<file path="src/rtl/cmp_pkg.sv">
// Shared types and result-selection helper for the sequential operand comparator.
package cmp_pkg;

  typedef enum logic [2:0] {
    CmpEq  = 3'd0,
    CmpNe  = 3'd1,
    CmpLt  = 3'd2,
    CmpLtu = 3'd3,
    CmpGe  = 3'd4,
    CmpGeu = 3'd5
  } cmp_mode_t;

  typedef enum logic [1:0] {
    StIdle,
    StBusy,
    StDone
  } cmp_state_t;

  typedef struct packed {
    logic eq;
    logic neq;
    logic lt;
    logic ltu;
    logic res;
  } cmp_result_t;

  // Codes 6 and 7 are reserved and always select 0.
  function automatic logic mode_select(input logic [2:0] mode, input logic eq, input logic lt,
                                       input logic ltu);
    logic r;
    r = 1'b0;
    case (mode)
      CmpEq:   r = eq;
      CmpNe:   r = ~eq;
      CmpLt:   r = lt;
      CmpLtu:  r = ltu;
      CmpGe:   r = ~lt;
      CmpGeu:  r = ~ltu;
      default: r = 1'b0;
    endcase
    return r;
  endfunction

endpackage

</file>
<file path="src/rtl/equality_check.sv">
// Combinational N-bit equality detector.
module equality_check #(
  parameter int unsigned N = 8
) (
  input  logic [N-1:0] a_i,
  input  logic [N-1:0] b_i,
  output logic         eq_o
);

  assign eq_o = ~|(a_i ^ b_i);

endmodule

</file>
<file path="src/rtl/seq_compare_unit.sv">
// Multi-cycle chunked comparator: walks W-bit chunks MSB first and stops at the first
// differing chunk, producing eq/neq/lt/ltu and a mode-selected result.
module seq_compare_unit
  import cmp_pkg::*;
#(
  parameter int unsigned N = 32,
  parameter int unsigned W = 8
) (
  input  logic         clk,
  input  logic         reset,
  input  logic         in_valid,
  output logic         in_ready,
  input  logic [N-1:0] a,
  input  logic [N-1:0] b,
  input  logic [2:0]   mode,
  output logic         out_valid,
  input  logic         out_ready,
  output logic         eq,
  output logic         neq,
  output logic         lt,
  output logic         ltu,
  output logic         res
);

  localparam int unsigned WSafe  = (W < 1) ? 1 : W;
  localparam int unsigned NCHUNK = N / WSafe;
  localparam int unsigned IdxW   = (NCHUNK > 1) ? $clog2(NCHUNK) : 1;
  localparam logic [IdxW-1:0] IdxTop = IdxW'(NCHUNK - 1);

  if ((W < 1) || ((N % WSafe) != 0)) begin : gen_param_check
    $fatal(1, "seq_compare_unit: W must be >= 1 and divide N");
  end

  cmp_state_t                   state_q, state_d;
  logic [IdxW-1:0]              idx_q, idx_d;
  cmp_result_t                  res_q, res_d;
  logic [NCHUNK-1:0][WSafe-1:0] a_q, b_q;
  logic [2:0]                   mode_q;
  logic                         load;

  logic [WSafe-1:0] a_chunk, b_chunk;
  logic [WSafe-1:0] a_view, b_view;
  logic             is_top, chunk_eq, chunk_lt, chunk_ltu;

  if (NCHUNK == 1) begin : gen_single
    assign a_chunk = a_q[0];
    assign b_chunk = b_q[0];
  end else begin : gen_multi
    assign a_chunk = a_q[idx_q];
    assign b_chunk = b_q[idx_q];
  end

  equality_check #(
    .N(WSafe)
  ) u_chunk_eq (
    .a_i (a_chunk),
    .b_i (b_chunk),
    .eq_o(chunk_eq)
  );

  // Flipping the sign bit maps two's complement onto unsigned order for the top chunk.
  always_comb begin
    is_top = (idx_q == IdxTop);
    a_view = a_chunk;
    b_view = b_chunk;
    a_view[WSafe-1] = a_chunk[WSafe-1] ^ is_top;
    b_view[WSafe-1] = b_chunk[WSafe-1] ^ is_top;
    chunk_lt  = (a_view < b_view);
    chunk_ltu = (a_chunk < b_chunk);
  end

  always_comb begin
    state_d = state_q;
    idx_d   = idx_q;
    res_d   = res_q;
    load    = 1'b0;
    unique case (state_q)
      StIdle: begin
        if (in_valid) begin
          load    = 1'b1;
          idx_d   = IdxTop;
          state_d = StBusy;
        end
      end
      StBusy: begin
        if (!chunk_eq) begin
          res_d.eq  = 1'b0;
          res_d.neq = 1'b1;
          res_d.lt  = chunk_lt;
          res_d.ltu = chunk_ltu;
          res_d.res = mode_select(mode_q, 1'b0, chunk_lt, chunk_ltu);
          state_d   = StDone;
        end else if (idx_q == '0) begin
          res_d.eq  = 1'b1;
          res_d.neq = 1'b0;
          res_d.lt  = 1'b0;
          res_d.ltu = 1'b0;
          res_d.res = mode_select(mode_q, 1'b1, 1'b0, 1'b0);
          state_d   = StDone;
        end else begin
          idx_d = idx_q - IdxW'(1);
        end
      end
      StDone: begin
        if (out_ready) begin
          state_d = StIdle;
        end
      end
      default: state_d = StIdle;
    endcase
  end

  always_ff @(posedge clk) begin
    if (reset) begin
      state_q <= StIdle;
      idx_q   <= IdxTop;
      res_q   <= '0;
    end else begin
      state_q <= state_d;
      idx_q   <= idx_d;
      res_q   <= res_d;
    end
  end

  // Operand latches need no reset: they are only read after a load.
  always_ff @(posedge clk) begin
    if (load) begin
      a_q    <= a;
      b_q    <= b;
      mode_q <= mode;
    end
  end

  assign in_ready  = (state_q == StIdle);
  assign out_valid = (state_q == StDone);
  assign eq        = res_q.eq;
  assign neq       = res_q.neq;
  assign lt        = res_q.lt;
  assign ltu       = res_q.ltu;
  assign res       = res_q.res;

  a_neq_complement : assert property (@(posedge clk) disable iff (reset)
    out_valid |-> (neq == ~eq));

endmodule

</file>
<file path="config.mk">
export PLATFORM = sky130hd
export DESIGN_NAME = seq_compare_unit
export DESIGN_NICKNAME = d
export VERILOG_FILES = /design/src/rtl/cmp_pkg.sv /design/src/rtl/equality_check.sv /design/src/rtl/seq_compare_unit.sv
export SDC_FILE = /design/constraint.sdc
export NUM_CORES = 1
export LEC_CHECK = 0
export ABC_AREA = 1
export CORE_ASPECT_RATIO = 1.4
export CORE_MARGIN = 1.5
export CORE_UTILIZATION = 53
export CTS_CLUSTER_SIZE = 16
export DETAILED_ROUTE_END_ITERATION = 8
export PLACE_DENSITY = 0.82
export REMOVE_ABC_BUFFERS = 1
export SYNTH_ARGS = -nofsm -noshare
export SYNTH_HDL_FRONTEND = slang
export SYNTH_SLANG_ARGS = --single-unit
</file>
<file path="constraint.sdc">
create_clock -name clk -period 6.17 [get_ports clk]
set_clock_uncertainty 0.2 [all_clocks]
set_input_delay 1.234 -clock clk [delete_from_list [all_inputs] [get_ports clk]]
set_output_delay 1.234 -clock clk [all_outputs]
set_load 0.02 [all_outputs]
</file>
After elaboration in Yosys (flattened, before gate mapping)
Index checks and enable logic that the tools add are counted.
Widths: inputs -> output; s select.
{ "op_classes": {"add_sub_neg": 1, "multipliers": 0, "n_div": 0, "magnitude_cmp": 3, "n_eq_ne": 13, "shift": 0, "n_mux": 19, "n_bitwise": 5, "reduce_logical": 10} }
{ "op_table": {"columns": ["operator", "n"], "rows": [
  ["$bmux 8 s2", 2],
  ["$lt 8x8->1", 2],
  ["$mux 8", 2],
  ["$mux 2", 7],
  ["$mux 5", 2],
  ["$reduce_or 8->1", 1],
  ["$xor 8x8->8", 1],
  ["$eq 3x2->1 const B", 2],
  ["$eq 3x3->1 const B", 2],
  ["$ne 2x2->1 const B", 3],
  ["$pmux 2 s3", 1],
  ["$pmux 1 s5", 1],
  ["$eq 2x2->1 const B", 2],
  ["$logic_not 2->1", 2],
  ["$pmux 2 s2", 1],
  ["$reduce_and 4->1", 1],
  ["$reduce_bool 2->1", 2],
  ["$eq 3x1->1 const B", 1],
  ["$logic_not 3->1", 1],
  ["$lt 2x3->1 const B", 1],
  ["$mux 1", 3],
  ["$ne 3x3->1 const B", 1],
  ["$reduce_and 3->1", 1],
  ["$reduce_or 3->1", 1],
  ["6 further kinds", 8]
]} }
{ "totals": {"reg_bits": 76, "latchBits": 0, "ram_bits": 0, "romBits": 0, "output_inout_bits": 7, "memories": 0} }

Depth between registers and ports, before layout
Gate-level depths: netlist (run 1).
{ "depth": {"depth_word": 7, "ltp_mapped": 21, "ltp_nobuf": 19} }

By module
A second synthesis (run 1) with hierarchy kept.
{ "unflattened": {"hier_cells": 326, "hier_area_um2": 3395.8} }
{ "by_module_without_submodules": {"columns": ["module", "instances", "cells_per_inst", "area_each_um2", "seq_area_each_um2"], "rows": [
  ["seq_compare_unit", 1, 282, 3230.6, 2192.1],
  ["equality_check", 1, 44, 165.2, 0.0]
]} }

Least setup slack after synthesis (run 1)
OpenSTA, ideal clock, no wires.
{ "synth_timing": {"path_type": "in2reg", "startpoint": "input in_valid", "endpoint": "register a_q[0] in the netlist's numbering (enable)", "setup_time_ps": 421, "t_arrival_ps": 2620, "t_required_ps": 5549, "slack_ps": 2929, "stages": 2, "path_buffers": 0, "path_cell_list": "nand2_1 > inv_1"} }
{ "synth_between": {"elab_chain_len": 2} }
{ "synth_lines": {"columns": ["item", "line_no", "text"], "rows": [
  ["start, declared", "seq_compare_unit.sv:11", "input logic in_valid,"],
  ["$mux 1", "seq_compare_unit.sv:79", "if (in_valid) begin"],
  ["$mux 1", "seq_compare_unit.sv:77", "unique case (state_q)"],
  ["net load", "seq_compare_unit.sv:39", "logic load;"],
  ["end signal, assigned", "seq_compare_unit.sv:128", "a_q <= a;"],
  ["end, declared", "seq_compare_unit.sv:37", "logic [NCHUNK-1:0][WSafe-1:0] a_q, b_q;"]
]} }
The timed path passes the listed nets, and every way through them passes these cells.
A chain may end at the register's enable or synchronous reset.

Final worst setup path (run 1)
{ "layout_timing": {"startpoint": "register state_q[1]", "endpoint": "output out_valid"} }
{ "layout_between": {"elab_chain_len": 1} }
{ "layout_lines": {"columns": ["item", "line_no", "text"], "rows": [
  ["start, declared", "seq_compare_unit.sv:34", "cmp_state_t state_q, state_d;"],
  ["start signal, assigned", "seq_compare_unit.sv:115", "state_q <= StIdle;"],
  ["start signal, assigned", "seq_compare_unit.sv:119", "state_q <= state_d;"],
  ["$eq 2x2->1", "seq_compare_unit.sv:135", "assign out_valid = (state_q == StDone);"],
  ["end, declared", "seq_compare_unit.sv:16", "output logic out_valid,"]
]} }
No other way between the ends.

==> results of run 1 <==
layer usage:
layer	up-vias	global-route usage, %
li1	1145	-
met1	1079	20.1
met2	80	36.1
met3	13	4.44
met4	0	7.68
met5	-	0
sequential cells by signal (all words and copies together), names as in the netlist:
| register | count |
|---|---|
| lt | 1 |
| neq | 1 |
| a_q | 32 |
| res | 1 |
| ltu | 1 |
| b_q | 32 |
| eq | 1 |
| idx_q | 2 |
| mode_q | 3 |
| state_q | 2 |
cell usage after synthesis, drive strengths merged:
cell type | number | area (um2)
a31oi | 2 | 12.5
clkbuf | 6 | 22.5
o22ai | 7 | 43.8
inv | 23 | 91.3
o21ai | 19 | 98.9
nand4 | 3 | 18.8
edfxtp | 67 | 2010
dfxtp | 9 | 180
buf | 4 | 26.3
a21oi | 15 | 78.8
a32o | 7 | 70.1
nor3 | 3 | 15.0
nand2 | 72 | 285
nor2 | 21 | 81.3
o211ai | 1 | 7.51
ha | 11 | 138
nand3 | 10 | 55.1
worst max path at each step:
| stage | start | to | cells after the start |
|---|---|---|---|
| 2_1_floorplan | in_valid | a_q[0] | 2 |
| 3_3_place_gp | in_valid | mode_q[1] | 4 |
| 3_5_place_dp | in_valid | mode_q[1] | 4 |
| 4_1_cts | state_q[1] | out_valid | 3 |
| 5_1_grt | idx_q[1] | res | 13 |
| 6_report | state_q[1] | out_valid | 3 |
logic make-up (layout without fill, tap and decap cells):
group	count (synthesis)	in the layout	share of synthesized area [%]
buffers and inverters	33	117	4.33
adder cells (fa/ha/maj)	11	11	4.25
AO/OA/AOI/OAI	51	51	9.63
AND/OR/NAND/NOR	109	109	14.1
flip-flops	76	76	67.7
area by class of cell:
class,count,share of cell area [%]
Clock buffer,9,2.90
Clock inverter,6,1.88
Inverter,23,2.14
Multi-Input combinational cell,171,21.2
Sequential cell,76,51.4
Tap cell,70,2.05
Timing Repair Buffer,79,18.4
tightest hold or removal path, cell delays in order, from the launching register on:
cell,delay [ps]
dfxtp_1,320
nand2_1,60
a21oi_1,50
power groups by stage:
stage                     clock network [mW]  logic (mW)  registers [mW]
after floorplan                            0      0.0782           0.626
after global placement                     0       0.150           0.624
after detailed placement                   0       0.154           0.626
after CTS                              0.397       0.156           0.614
after global routing                   0.416       0.174           0.617
final                                  0.394       0.155           0.614
metrics by stage:
step	cell area [um2]	total power, mW	hold slack [ps]	utilization [%]	worst slack (ps)
after floorplan	3190	0.704	335	-	2930
after CTS	4270	1.17	276	72.7	3260
after global routing	4270	1.21	311	72.7	2990
after detailed placement	4060	0.780	264	69.3	3100
final	4270	1.16	275	72.7	3280
after global placement	4060	0.773	257	69.3	3140
==> key figures, run 1 <==
Worst setup path
  – Data required time at the worst endpoint: 4740 ps
  – R2r worst-path depth: 13
  – Critical Path AT: 1460 ps
  – Worst path max stage delay: between 600 and 700 ps
  – Critical path class: flop to output port
  – Worst Setup Start Kind: flop
  – CP cell instances: inv_1, nor2_1, clkdlybuf4s50_1
  – Critical path buffers and inverters: 2
  – Crit path capture type: output port
  – R2r endpoint: res
  – R2r setup slk: around 3300 ps
  – Maximum fanout along the worst path: 2
  – FF-to-FF Start: idx_q[1]
  – Worst path top cell family by delay: buffers and inverters
  – Slowest CP cell: clkdlybuf4s50_1

Clocking
  – H-tree depth reported by CTS: 3
  – Post-CTS Hold Buffers: 0
  – Latest clock arrival within the worst-skew pair: 340 ps
  – Post-CTS Resized: 0
  – Post-CTS setup buffers: 0
  – CTS tree: yes
  – Worst-path clk slew: about 80 ps
  – Count of clock tree sinks: 76
  – Clock Tree Buf Depth: 2
  – Total CTS buffers: 9
  – Clk root buf: clkbuf_8

Cells and area
  – Commonest non-fill, non-tap cells in the layout: 77 x clkdlybuf4s50_1, 67 x edfxtp_1, 66 x nand2_1, 20 x nor2_1
  – Area Growth Syn to Fin: 31.8%
  – Most common cell after layout, fill and taps aside: clkdlybuf4s50_1
  – N_diodes: 0
  – Fin nets: 442
  – Area of the multi-input gates: 905 um2
  – Layout cells sized above 1: 8.24%
  – Register Area: 2190 um2
  – Fillers: 409
  – Fin cells: around 430

Timing
  – Final Max Slew Viols: 0
  – Final setup TNS: 0 ps
  – Final period utilization: 46.9%
  – Worst Tran Pin Value: between 800 and 900 ps
  – Final hold vios: 0
  – Rel. slew slack: between 40% and 50%
  – Final min period: 2890 ps
  – RSZ-0062 raised after global routing: no
  – Setup violators final: 0
  – Fmax: 346 MHz

Pwr
  – Power Density: between 200 and 300 nW/um2
  – Switching power: 0.261 mW
  – Leak Pwr: 1.65 nW
  – Switching share of total power: between 20% and 30%
  – Clock power frac: 33.9%
  – Cell-internal power: 0.901 mW
  – Max VDD drop: 0.000193 V
  – Flop pwr share: 52.8%
  – Logic pwr share: a little over an eighth

Drt
  – Vias per Instance: 5.34
  – DRC viols: 0
  – Top Metal Used: met4
  – Wire length on met3: 309 um
  – 1st-pass router iterations: 4
  – Met2 WL: 3460 um
  – Antenna-violating nets left: 0
  – M1 WL: 2240 um
  – Vias: 2317
  – Routed WL: approximately 6100 um
  – 1st-iter DRT viols: 106
  – WL/cell: between 10 and 15 um

Die
  – Die Height: 95.5 um
  – Die area: 6590 um2
  – Core area: 5860 um2
  – Std-Cell Rows: 33
  – Starting density of the core: about 55%
  – IO Pins: 78
  – Die width: 69.0 um

Min path
  – HP Class: flop to flop
  – Hold Path End: lt
  – Hold Crit Start: lt
  – WHS Path Cells: 2

Synth
  – Syn. warnings: 0
  – Post-Syn Area: 3240 um2
  – Seq cells post-synth: 76
  – Syn Area/Cell: 11.6 um2
  – Netlist cell types: 25
  – Post-Syn Instances: 280
  – Sequential-to-total area share from yosys stat: 67.7%

GRT
  – Vias in the first global route: roughly 2200
  – First-pass GRT wire length: between 9000 and 10000 um
  – Gr ovfl total: 0
  – Antenna violations before repair: 0
  – Tot GR Track Use: 19.0%
  – Pin count of the biggest net entering global routing: 68

Outcome
  – Status: complete, no violations

Place
  – Final HPWL from detailed placement: 4200 um
  – Placed Instances: 419
  – Routability congestion estimate: 0.787
  – I/O Buffers: 77

Job
  – Max-Cap Viols: 0
(Power assumes the default switching activity.)
==> run 2: changes to the inputs <==
Settings changed: CORE_UTILIZATION 53 to 44, PLACE_DENSITY 0.82 to 0.72.
Clock period 6.17 ns to 2.65 ns, I/O delays scaled along.
==> run 2 against run 1 <==
Net effect: first-iteration DRC count grew 34%; total power grew 120%; utilization shrank 11 points; highest routed layer unchanged; largest power group unchanged; register-to-register slack lost 3000 ps; sequential share of layout area shrank 0.66 points; worst setup slack lost 3000 ps; via count grew 1.8%; non-clock buffer count grew 3.
==> key figures, run 2 (same netlist as run 1, synthesis figures left out) <==
Drt
  – Vias: between 2000 and 2500
  – Routed WL: ~6100 um
  – 1st-pass router iterations: 4
  – WL/cell: roughly 13 um
  – Vias per Instance: slightly above 5
  – Antenna-violating nets left: 0
  – DRC viols: 0
  – 1st-iter DRT viols: between 100 and 150

Worst setup path
  – Worst path max stage delay: 400 ps
  – Critical Path Start: idx_q[0]
  – Critical Path AT: 2440 ps
  – Maximum fanout along the worst path: 21
  – R2r setup slk: roughly 250 ps
  – Critical path class: flop to flop
  – R2r worst-path depth: 16
  – R2r endpoint: res
  – CP cell instances: buf_12, nand2_1, a32o_1, ha_1, nand2_1, nand2_1, nand2_1, nand2_1, nor2_1, nand2_1, o21ai_0, nand3_1, nand2_1, nand2_1, nand2_1, a21oi_2
  – Crit path capture type: flop
  – CP dominant cell by count: nand2_1
  – Worst Setup Start Kind: flop
  – FF-to-FF Start: idx_q[0]
  – Data required time at the worst endpoint: 2690 ps
  – Slowest CP cell: dfxtp_4

Die
  – Starting density of the core: 46.1%
  – IO Pins: 78
  – Std-Cell Rows: 36
  – Die Height: 104 um
  – Die width: 75.5 um
  – Die area: approximately 7900 um2
  – Core area: 7030 um2

Cells and area
  – Layout cells sized above 1: 10.1%
  – Area of the multi-input gates: between 900 and 1000 um2
  – Commonest non-fill, non-tap cells in the layout: 77 x clkdlybuf4s50_1, 67 x edfxtp_1, 66 x nand2_1, 20 x nor2_1
  – Most common cell after layout, fill and taps aside: clkdlybuf4s50_1
  – Post-route core utilization: 61.6%
  – Fin nets: 445
  – Largest regs: a_q: 32 flops, b_q: 32 flops, mode_q: 3 flops
  – Fillers: 586
  – Area Growth Syn to Fin: 33.7%
  – N_diodes: 0
  – Register Area: 2200 um2

Clocking
  – H-tree depth reported by CTS: 3
  – Clk root buf: clkbuf_8
  – Clock Tree Buf Depth: 2
  – Post-CTS Hold Buffers: 0
  – CTS tree: yes
  – Post-CTS Resized: 0
  – Count of clock tree sinks: 76
  – Latest clock arrival within the worst-skew pair: 350 ps
  – Post-CTS setup buffers: 0
  – Total CTS buffers: 9
  – Worst-path clk slew: roughly 80 ps

Timing
  – Final min period: 2400 ps
  – Rel. slew slack: 75.7%
  – Final period utilization: 90.6%
  – Fmax: 416 MHz
  – Final Max Slew Viols: 0
  – RSZ-0062 raised after global routing: no
  – Worst Tran Pin Value: 364 ps
  – Final hold vios: 0
  – Setup violators final: 0

Min path
  – HP Class: flop to flop
  – Hold Crit Start: ltu
  – Hold Path End: ltu
  – WHS Path Cells: 2

GRT
  – Antenna violations before repair: 0
  – Pin count of the biggest net entering global routing: ~70
  – Gr ovfl total: 0
  – Tot GR Track Use: 16.7%
  – First-pass GRT wire length: 9540 um
  – Vias in the first global route: 2241

Pwr
  – Power Density: roughly 590 nW/um2
  – Leak Pwr: 1.65 nW
  – Total design power: ~2.6 mW
  – Max VDD drop: 0.000538 V

Place
  – Final HPWL from detailed placement: approximately 4300 um
  – Routability congestion estimate: 0.779
  – I/O Buffers: 77

Job
  – Max-Cap Viols: 0

Outcome
  – Status: complete, no violations
run 2: cell count changes in the layout (fill, tap and decap cells not counted), moves of 2 or more:
cell,change
clkinv_1,-2
clkinvlp_4,+2
buf_12,+2
bufinv_16,-2
run 2: worst max-delay path by stage:
stage                           to  slack [ps]  depth (start not counted)
after floorplan                res        -140                         13
after global placement         res         180                         11
after detailed placement       res         140                         16
after CTS                      res         110                         16
after global routing      idx_q[0]          20                         12
final                          res         250                         16
run 2: layer usage:
layer / track usage [%] / vias up / part of all wire [%]
li1: - / 1157 / -
met1: 17.4 / 1119 / 38
met2: 29.1 / 68 / 54
met3: 4.36 / 14 / 4.5
met4: 9.44 / 0 / 3.2
met5: 0 / - / 0
run 2: critical path, delay by kind of cell (launching register included):
family          cells  cell delay [ps]
compound gates      3              440
fa+ha+maj           1              280
buf+inv             1              160
flops               1              400
simple gates       11              800
run 2: metrics by stage:
stage	cell area [um2]	instances	TNS (ps)	setup slack, ps	hold slack [ps]
2_1_floorplan	3190	270	-3080	-138	335
3_3_place_gp	4140	447	0	178	256
3_5_place_dp	4140	447	0	141	266
4_1_cts	4310	463	0	113	278
5_1_grt	4330	463	0	16.5	298
6_report	4330	463	0	248	277
run 2: area by class of cell:
type | count | share of cell area (%)
Inverter | 23 | 2.28
Timing Repair Buffer | 82 | 19.3
Tap cell | 95 | 2.75
Sequential cell | 76 | 50.7
Clock inverter | 6 | 0.954
Clock buffer | 10 | 2.95
Multi-Input combinational cell | 171 | 21.0
run 2: power breakdown:
group,switching [mW],internal (mW)
clock network,0.422,0.338
logic,0.185,0.191
registers,0.0268,1.40
